`src/rtl/fetch_unit.sv`:
```
// PC / instruction-fetch stage: drives the ROM address, registers the returned word into the IR,
// handles start, stall, jump/branch redirects and halt. Optional run-cycle counter: FETCH_CYCLE_COUNT_EN.
module fetch_unit #(
    parameter int IW = 16,
    parameter int DW = 9,
    parameter int OFFW = 6,
    parameter logic [IW-1:0] START_ADDR = '0,
    parameter logic [DW-1:0] HALT_INST = 9'h1FF
) (
    input  logic            clk,
    input  logic            rst_n,
    input  logic            start,
    input  logic            stall,
    input  logic            jump_en,
    input  logic [IW-1:0]   jump_target,
    input  logic            branch_en,
    input  logic [OFFW-1:0] branch_off,
    output logic [IW-1:0]   inst_address,
    input  logic [DW-1:0]   inst_in,
    output logic [DW-1:0]   inst_out,
    output logic [IW-1:0]   inst_pc,
    output logic            inst_valid,
    output logic            done,
    output logic [15:0]     cycle_count
);

    typedef enum logic [1:0] {IDLE, RUN, HALT} state_t;

    state_t          state_reg, state_next;
    logic [IW-1:0]   pc_reg, pc_next;
    logic [DW-1:0]   ir_reg, ir_next;
    logic [IW-1:0]   inst_pc_reg, inst_pc_next;
    logic            valid_reg, valid_next;
    logic [IW-1:0]   branch_target;

    // Branches are relative to the instruction currently in the IR, not the PC.
    assign branch_target = inst_pc_reg + {{(IW-OFFW){branch_off[OFFW-1]}}, branch_off};

    always_ff @(posedge clk or negedge rst_n) begin
        if (!rst_n) begin
            state_reg   <= IDLE;
            pc_reg      <= '0;
            ir_reg      <= '0;
            inst_pc_reg <= '0;
            valid_reg   <= 1'b0;
        end else begin
            state_reg   <= state_next;
            pc_reg      <= pc_next;
            ir_reg      <= ir_next;
            inst_pc_reg <= inst_pc_next;
            valid_reg   <= valid_next;
        end
    end

    always_comb begin
        state_next   = state_reg;
        pc_next      = pc_reg;
        ir_next      = ir_reg;
        inst_pc_next = inst_pc_reg;
        valid_next   = valid_reg;
        case (state_reg)
            IDLE: begin
                if (start) begin
                    pc_next    = START_ADDR;
                    valid_next = 1'b0;
                    state_next = RUN;
                end
            end
            RUN: begin
                if (jump_en) begin
                    pc_next    = jump_target;
                    valid_next = 1'b0;
                end else if (branch_en) begin
                    pc_next    = branch_target;
                    valid_next = 1'b0;
                end else if (!stall) begin
                    ir_next      = inst_in;
                    inst_pc_next = pc_reg;
                    valid_next   = 1'b1;
                    // The halt word is latched as a valid instruction; the PC parks on it.
                    if (inst_in == HALT_INST) begin
                        state_next = HALT;
                    end else begin
                        pc_next = pc_reg + IW'(1);
                    end
                end
            end
            HALT: begin
                valid_next = 1'b0;
                if (start) begin
                    pc_next    = START_ADDR;
                    state_next = RUN;
                end
            end
            default: begin
                state_next = IDLE;
                valid_next = 1'b0;
            end
        endcase
    end

    assign inst_address = pc_reg;
    assign inst_out     = ir_reg;
    assign inst_pc      = inst_pc_reg;
    assign inst_valid   = valid_reg;
    assign done         = (state_reg == HALT);

`ifdef FETCH_CYCLE_COUNT_EN
    logic [15:0] cnt_reg;
    logic        start_taken;

    assign start_taken = start && ((state_reg == IDLE) || (state_reg == HALT));

    always_ff @(posedge clk or negedge rst_n) begin
        if (!rst_n) begin
            cnt_reg <= '0;
        end else if (start_taken) begin
            cnt_reg <= '0;
        end else if ((state_reg == RUN) && (cnt_reg != 16'hFFFF)) begin
            cnt_reg <= cnt_reg + 16'd1;
        end
    end

    assign cycle_count = cnt_reg;
`else
    assign cycle_count = '0;
`endif

endmodule

```
`config.mk`:
```
export PLATFORM = sky130hd
export DESIGN_NAME = fetch_unit
export DESIGN_NICKNAME = d
export VERILOG_FILES = /design/src/rtl/fetch_unit.sv
export SDC_FILE = /design/constraint.sdc
export NUM_CORES = 1
export LEC_CHECK = 0
export ABC_CLOCK_PERIOD_IN_PS = 4760
export CAP_MARGIN = 20
export CORE_MARGIN = 1.5
export CORE_UTILIZATION = 51
export CTS_CLUSTER_DIAMETER = 40
export DETAILED_ROUTE_END_ITERATION = 6
export PLACE_DENSITY = 0.84
export SYNTH_ARGS = -nofsm -noshare
export SYNTH_HDL_FRONTEND = slang
export SYNTH_SLANG_ARGS = --single-unit
```
`constraint.sdc`:
```
create_clock -name clk -period 4.76 [get_ports clk]
set_input_delay 0.476 -clock clk [delete_from_list [all_inputs] [get_ports clk]]
set_output_delay 0.476 -clock clk [all_outputs]
set_load 0.03 [all_outputs]
```
# After elaboration in Yosys (flattened, before gate mapping)
# Cells that the tools add are included.
# word_totals
out_inout_bits,59
word_cells,45
inputBits,37
reg_bits,44
# op_classes
reduce_logical,7
n_addsub,2
bitwise,3
n_eq_ne,11
n_mux,17
# op_table
operator,n
$mux W16,5
$pmux W16 S2,1
$add A16 B1 Y16 const B,1
$add A16 B16 Y16,1
$mux W2,5
$ne A2 B2 Y1 const B,5
$eq A9 B9 Y1 const B,1
$ne A4 B4 Y1 const B,2
$reduce_and A4 Y1,2
$reduce_and A5 Y1,1
$mux W1,4
$pmux W2 S2,1
$not A1 Y1,3
$eq A2 B1 Y1 const B,1
$eq A2 B2 Y1 const B,1
$logic_not A2 Y1,1
$ne A2 B1 Y1 const B,1
$pmux W1 S2,1
$reduce_and A2 Y1,1
$reduce_bool A2 Y1,1
$reduce_or A2 Y1,1

# Logic depth before layout (Yosys ltp)
# logic_depth
word_depth,6
mapped_depth,9
depth_no_buf,9

# Worst setup path before layout
# OpenSTA, ideal clock, no wires.
# synth_path
kind,reg2reg
from,"register inst_pc_reg[4], in the netlist inst_pc[4]"
to,"register pc_reg[13], in the netlist inst_address[13]"
setup_slack_ps,2398
arrival_time_ps,2282
setup_ps,80
stages_incl_launch_ff,8
required_time_ps,4680
path_buffers,0
period_less_slack_ps,2362
path_cell_list,dfrtp_1 -> ha_1 -> a21o_1 -> a31oi_2 -> a2111oi_1 -> or4_4 -> mux2_4 -> nor3_2
# synth_between
elab_chain_len,4
# synth_rtl
element,line_no,source
"start, declared",32,"logic [IW-1:0] inst_pc_reg, inst_pc_next;"
"start signal, assigned",50,inst_pc_reg <= inst_pc_next;
$add A16 B16 Y16,37,"assign branch_target = inst_pc_reg + {{(IW-OFFW){branch_off[OFFW-1]}}, branch_off};"
$mux W16,73,end else if (branch_en) begin
$mux W16,70,if (jump_en) begin
$pmux W16 S2,61,case (state_reg)
"end signal, assigned",48,pc_reg <= pc_next;
"end, declared",30,"logic [IW-1:0] pc_reg, pc_next;"
# No other way between the ends.
# A chain may end at the register's enable or synchronous reset.

# Worst setup path in the final report
# layout_path
from,input jump_en
to,"register pc_reg[15], in the netlist inst_address[15]"
# layout_between
elab_chain_len,2
word_cells_on_any_way,5
cone_classes,eq/ne: 2; mux: 2; reduce/logical: 1
# layout_rtl
element,line_no,source
"start, declared",14,"input logic jump_en,"
$ne A4 B4 Y1 (no line) / $mux W16 (equally long branches),n/a,
$reduce_and A4 Y1 (no line) / $pmux W16 S2 (equally long branches),n/a,
# Parallel ways exist; a longest one is shown, timed or not.

==> run summary <==
* finished clean — outcome
* sky130_fd_sc_hd__dfrtp_1 — cell taking the most area after synthesis
* 6.59 mm — hpwl dp
* 17.8 µm — average routed wire per standard cell
* 13.8 mm — global-route wire length before repair
* 9.10 µm² — average size of a mapped cell
* primary input — crit start category
* 45 — largest net degree at the start of global routing
* 476 — layout net count
* 7 — R2R depth
* compound AO/OA/AOI/OAI gates — main combinational cell family by area after synthesis
* 0 — Hold Vio Cnt, Final
* 17.0% — simple logic cell fraction of the synthesized area
* 0 ps — setup TNS
* 10.4% — proportion of layout cells with a drive suffix above 1
* 506 — number of inserted filler cells in the final layout
* primary input to flip-flop — CP Class
* 0 — antenna violations before repair
* built — clock tree from TritonCTS
* sky130_fd_sc_hd__clkdlybuf4s50_1, sky130_fd_sc_hd__dfrtp_1, sky130_fd_sc_hd__nand2_1 — commonest cells after routing, fill and taps aside
* inst_pc[4]$_DFFE_PN0P_ — origin of the critical flop-to-flop path
* 1.04 mW — cell internal pwr
* 27.1% — Global Route Usage Sum
* sky130_fd_sc_hd__clkbuf_8 — Root Driver
* 2987 — Via Count
* 0.892 — weighted congestion at the end of routability-driven global placement
* 0 — overflow left after global routing
* 65.8% — share of the clock period used by the worst path
* 0 — count of instances resized after the clock tree is built
* 2290 ps — worst reg2reg setup slack
* 32.2% — Worst slew margin
* 0.319 GHz — Highest Clock Rate
* 300 ps — Skew-Pair Late Insertion Delay
* flip-flop — endpoint class of the critical path
* 1020 ps — worst-margin pin slew
* 0 — number of max-slew violations in the final report
* 26 — maximum fanout along the worst path
* 0 — number of enable-type register cells in the synthesized netlist
* inst_address[13]$_DFFE_PN0P_ — FF-to-FF End
* 1.67 nW — Leakage Power
* 0 — Final ANT Viol Nets
* 0 — antenna cell count
* 34.9% — Synth top area share
* 2 — maximum buffer depth of the clock tree
* 81.7 µm — vertical die dimension
* 0 — number of failing setup endpoints in the final timing report
* 6.21 ps — worst clock skew
* 80 ps — clock slew at reported path FFs
* 9.71% — multiplexer area fraction after synthesis
* 6670 µm² — area of the die
* 347 — gate count of the mapped netlist
* 20.4% — Synth Area in Compound Gates
* 3300 ps — endpoint arrival time on the critical path
* 81.7 µm — die width
* sky130_fd_sc_hd__dfrtp_1, sky130_fd_sc_hd__mux2_2, sky130_fd_sc_hd__ha_1 — cell types with the largest area share after synthesis
* 79 — IO Port Bufs
* 0.000316 V — Max rail drop VDD
* 0 — number of buffers inserted by hold repair at cts
* 0 — synth warn
* 5 — total clock buffers created by CTS
* 4930 ps — required time at the worst-slack endpoint
* false — RSZ-0062 raised after global routing
* 96 — I/O pin count
* 465 nW/µm² — power density over the cells
* 4050 µm² — final cell area excluding filler cells
* 844 µW — Psw
* 3160 µm² — Cell Area, Synth
* 3130 ps — shortest period the worst path allows
* 34.9% — part of the Yosys area used for sequential elements
* 0 — number of max-capacitance violations reported
* 5 — number of optimization iterations in the first detailed-route pass
* 13.2% — part of the total power dissipated in the clock network
* 44 — sinks on the clock net
* 6.97% — Synth Area in Adders
* 28.1% — post-synthesis to final-layout area growth
* 3930 µm² — placed cell areas
* 0 — Setup Fix Bufs, Post-CTS
* 44.9% — switch share
* 2 — CTS H-tree lvls
* 100% — ys async rst share
* sky130_fd_sc_hd__dfrtp_1 — most instantiated flip-flop cell in the synthesis netlist
* sky130_fd_sc_hd__clkdlybuf4s50_1 — leading cell type in the layout, fill and taps excluded
* primary input to asynchronous set/reset pin — path category of the worst min-delay check
* 57 — synth unique cells
* 0 — DRC Markers
* 6.00 — drt via density
* 28 — number of cell rows
* 53.0% — Initial Util
* 323 — first-iteration detailed-routing DRC count
* 44 — FF+latch count, synth
* 5960 µm² — area of the core
* 4.71% — post-synthesis share of cell area spent on xor and xnor gates
* 8.87 mm — final WL
* 2738 — vias in the first global route
* 31.3% — Seq pwr share
* 55.5% — combinational cell fraction of total power
-- critical path: stages --
cell and delay, ps:
sky130_fd_sc_hd__clkdlybuf4s50_1 990, sky130_fd_sc_hd__nor2_1 180, sky130_fd_sc_hd__a21oi_1 290, sky130_fd_sc_hd__o22ai_2 350, sky130_fd_sc_hd__nor2_1 330, sky130_fd_sc_hd__o221ai_1 180, sky130_fd_sc_hd__or3b_2 490
-- final cells by class --
type | instances | area (µm²) | share of cell area [%]
tap | 75 | 93.8 | 2.32
clock inverter | 2 | 10.0 | 0.247
sequential | 44 | 1100 | 27.2
multi-input combinational | 282 | 1910 | 47.3
timing repair buffer | 81 | 813 | 20.1
inverter | 8 | 30.0 | 0.742
clock buffer | 6 | 82.6 | 2.04
-- how the worst max path moves through the flow --
stage,from,to,slack [ps],depth (start not counted)
6_report,jump_en,inst_address[15]$_DFFE_PN0P_,1630,7
2_1_floorplan,inst_pc[4]$_DFFE_PN0P_,inst_address[13]$_DFFE_PN0P_,2400,7
3_5_place_dp,branch_en,inst_address[15]$_DFFE_PN0P_,1440,7
4_1_cts,jump_en,inst_address[15]$_DFFE_PN0P_,1720,7
3_3_place_gp,branch_en,inst_address[15]$_DFFE_PN0P_,1570,7
5_1_grt,jump_en,inst_address[15]$_DFFE_PN0P_,1440,7
-- cells in the mapped netlist, types with 2 or more instances --
cell	number
sky130_fd_sc_hd__a211o_1	2
sky130_fd_sc_hd__a211oi_1	8
sky130_fd_sc_hd__a21o_1	5
sky130_fd_sc_hd__a21oi_1	25
sky130_fd_sc_hd__a31oi_1	4
sky130_fd_sc_hd__and3_1	3
sky130_fd_sc_hd__and4_1	2
sky130_fd_sc_hd__buf_2	3
sky130_fd_sc_hd__buf_4	16
sky130_fd_sc_hd__clkbuf_1	8
sky130_fd_sc_hd__dfrtp_1	44
sky130_fd_sc_hd__ha_1	16
sky130_fd_sc_hd__inv_1	8
sky130_fd_sc_hd__mux2_2	25
sky130_fd_sc_hd__nand2_1	31
sky130_fd_sc_hd__nand2b_1	4
sky130_fd_sc_hd__nand3_1	10
sky130_fd_sc_hd__nand4_1	6
sky130_fd_sc_hd__nor2_1	21
sky130_fd_sc_hd__nor2b_1	6
sky130_fd_sc_hd__nor3_1	7
sky130_fd_sc_hd__o21a_1	4
sky130_fd_sc_hd__o21ai_0	26
sky130_fd_sc_hd__o21bai_1	2
sky130_fd_sc_hd__o221ai_1	3
sky130_fd_sc_hd__o31ai_1	7
sky130_fd_sc_hd__or3_1	6
sky130_fd_sc_hd__xnor2_1	6
sky130_fd_sc_hd__xor2_1	11
-- cells by family after synthesis --
logic type,count (synthesis)
AND/OR/NAND/NOR,106
AO/OA/AOI/OAI,99
flip-flops,44
buffers and inverters,36
multiplexers,27
adder cells (fa/ha/maj),17
XOR/XNOR,17
other,1
-- per-stage QoR --
| step | util [%] | cells | setup WS, ps | power, mW | hold slack (ps) |
|---|---|---|---|---|---|
| 2_1_floorplan | - | 362 | 2400 | 1.24 | 180 |
| 3_3_place_gp | 66.0 | 489 | 1570 | 1.59 | 488 |
| 3_5_place_dp | 66.0 | 489 | 1440 | 1.62 | 495 |
| 4_1_cts | 67.6 | 497 | 1720 | 1.87 | 377 |
| 5_1_grt | 67.9 | 498 | 1440 | 1.98 | 77.1 |
| 6_report | 67.9 | 498 | 1630 | 1.88 | 61.9 |
-- power groups by stage --
stage	sequential (mW)	combinational (mW)	clock, mW
after global placement	0.591	1.00	0
after detailed placement	0.593	1.02	0
after floorplan	0.754	0.489	0
final	0.588	1.04	0.249
after CTS	0.587	1.03	0.255
after global routing	0.604	1.11	0.268
-- metal layers --
layer	up-vias	GRT usage (%)	part of all wire, %
li1	1404	-	-
met1	1419	37.8	42
met2	150	43.1	48
met5	-	0	0
met3	14	4.44	8.1
met4	0	8.64	1.8
(Power assumes the default switching activity.)
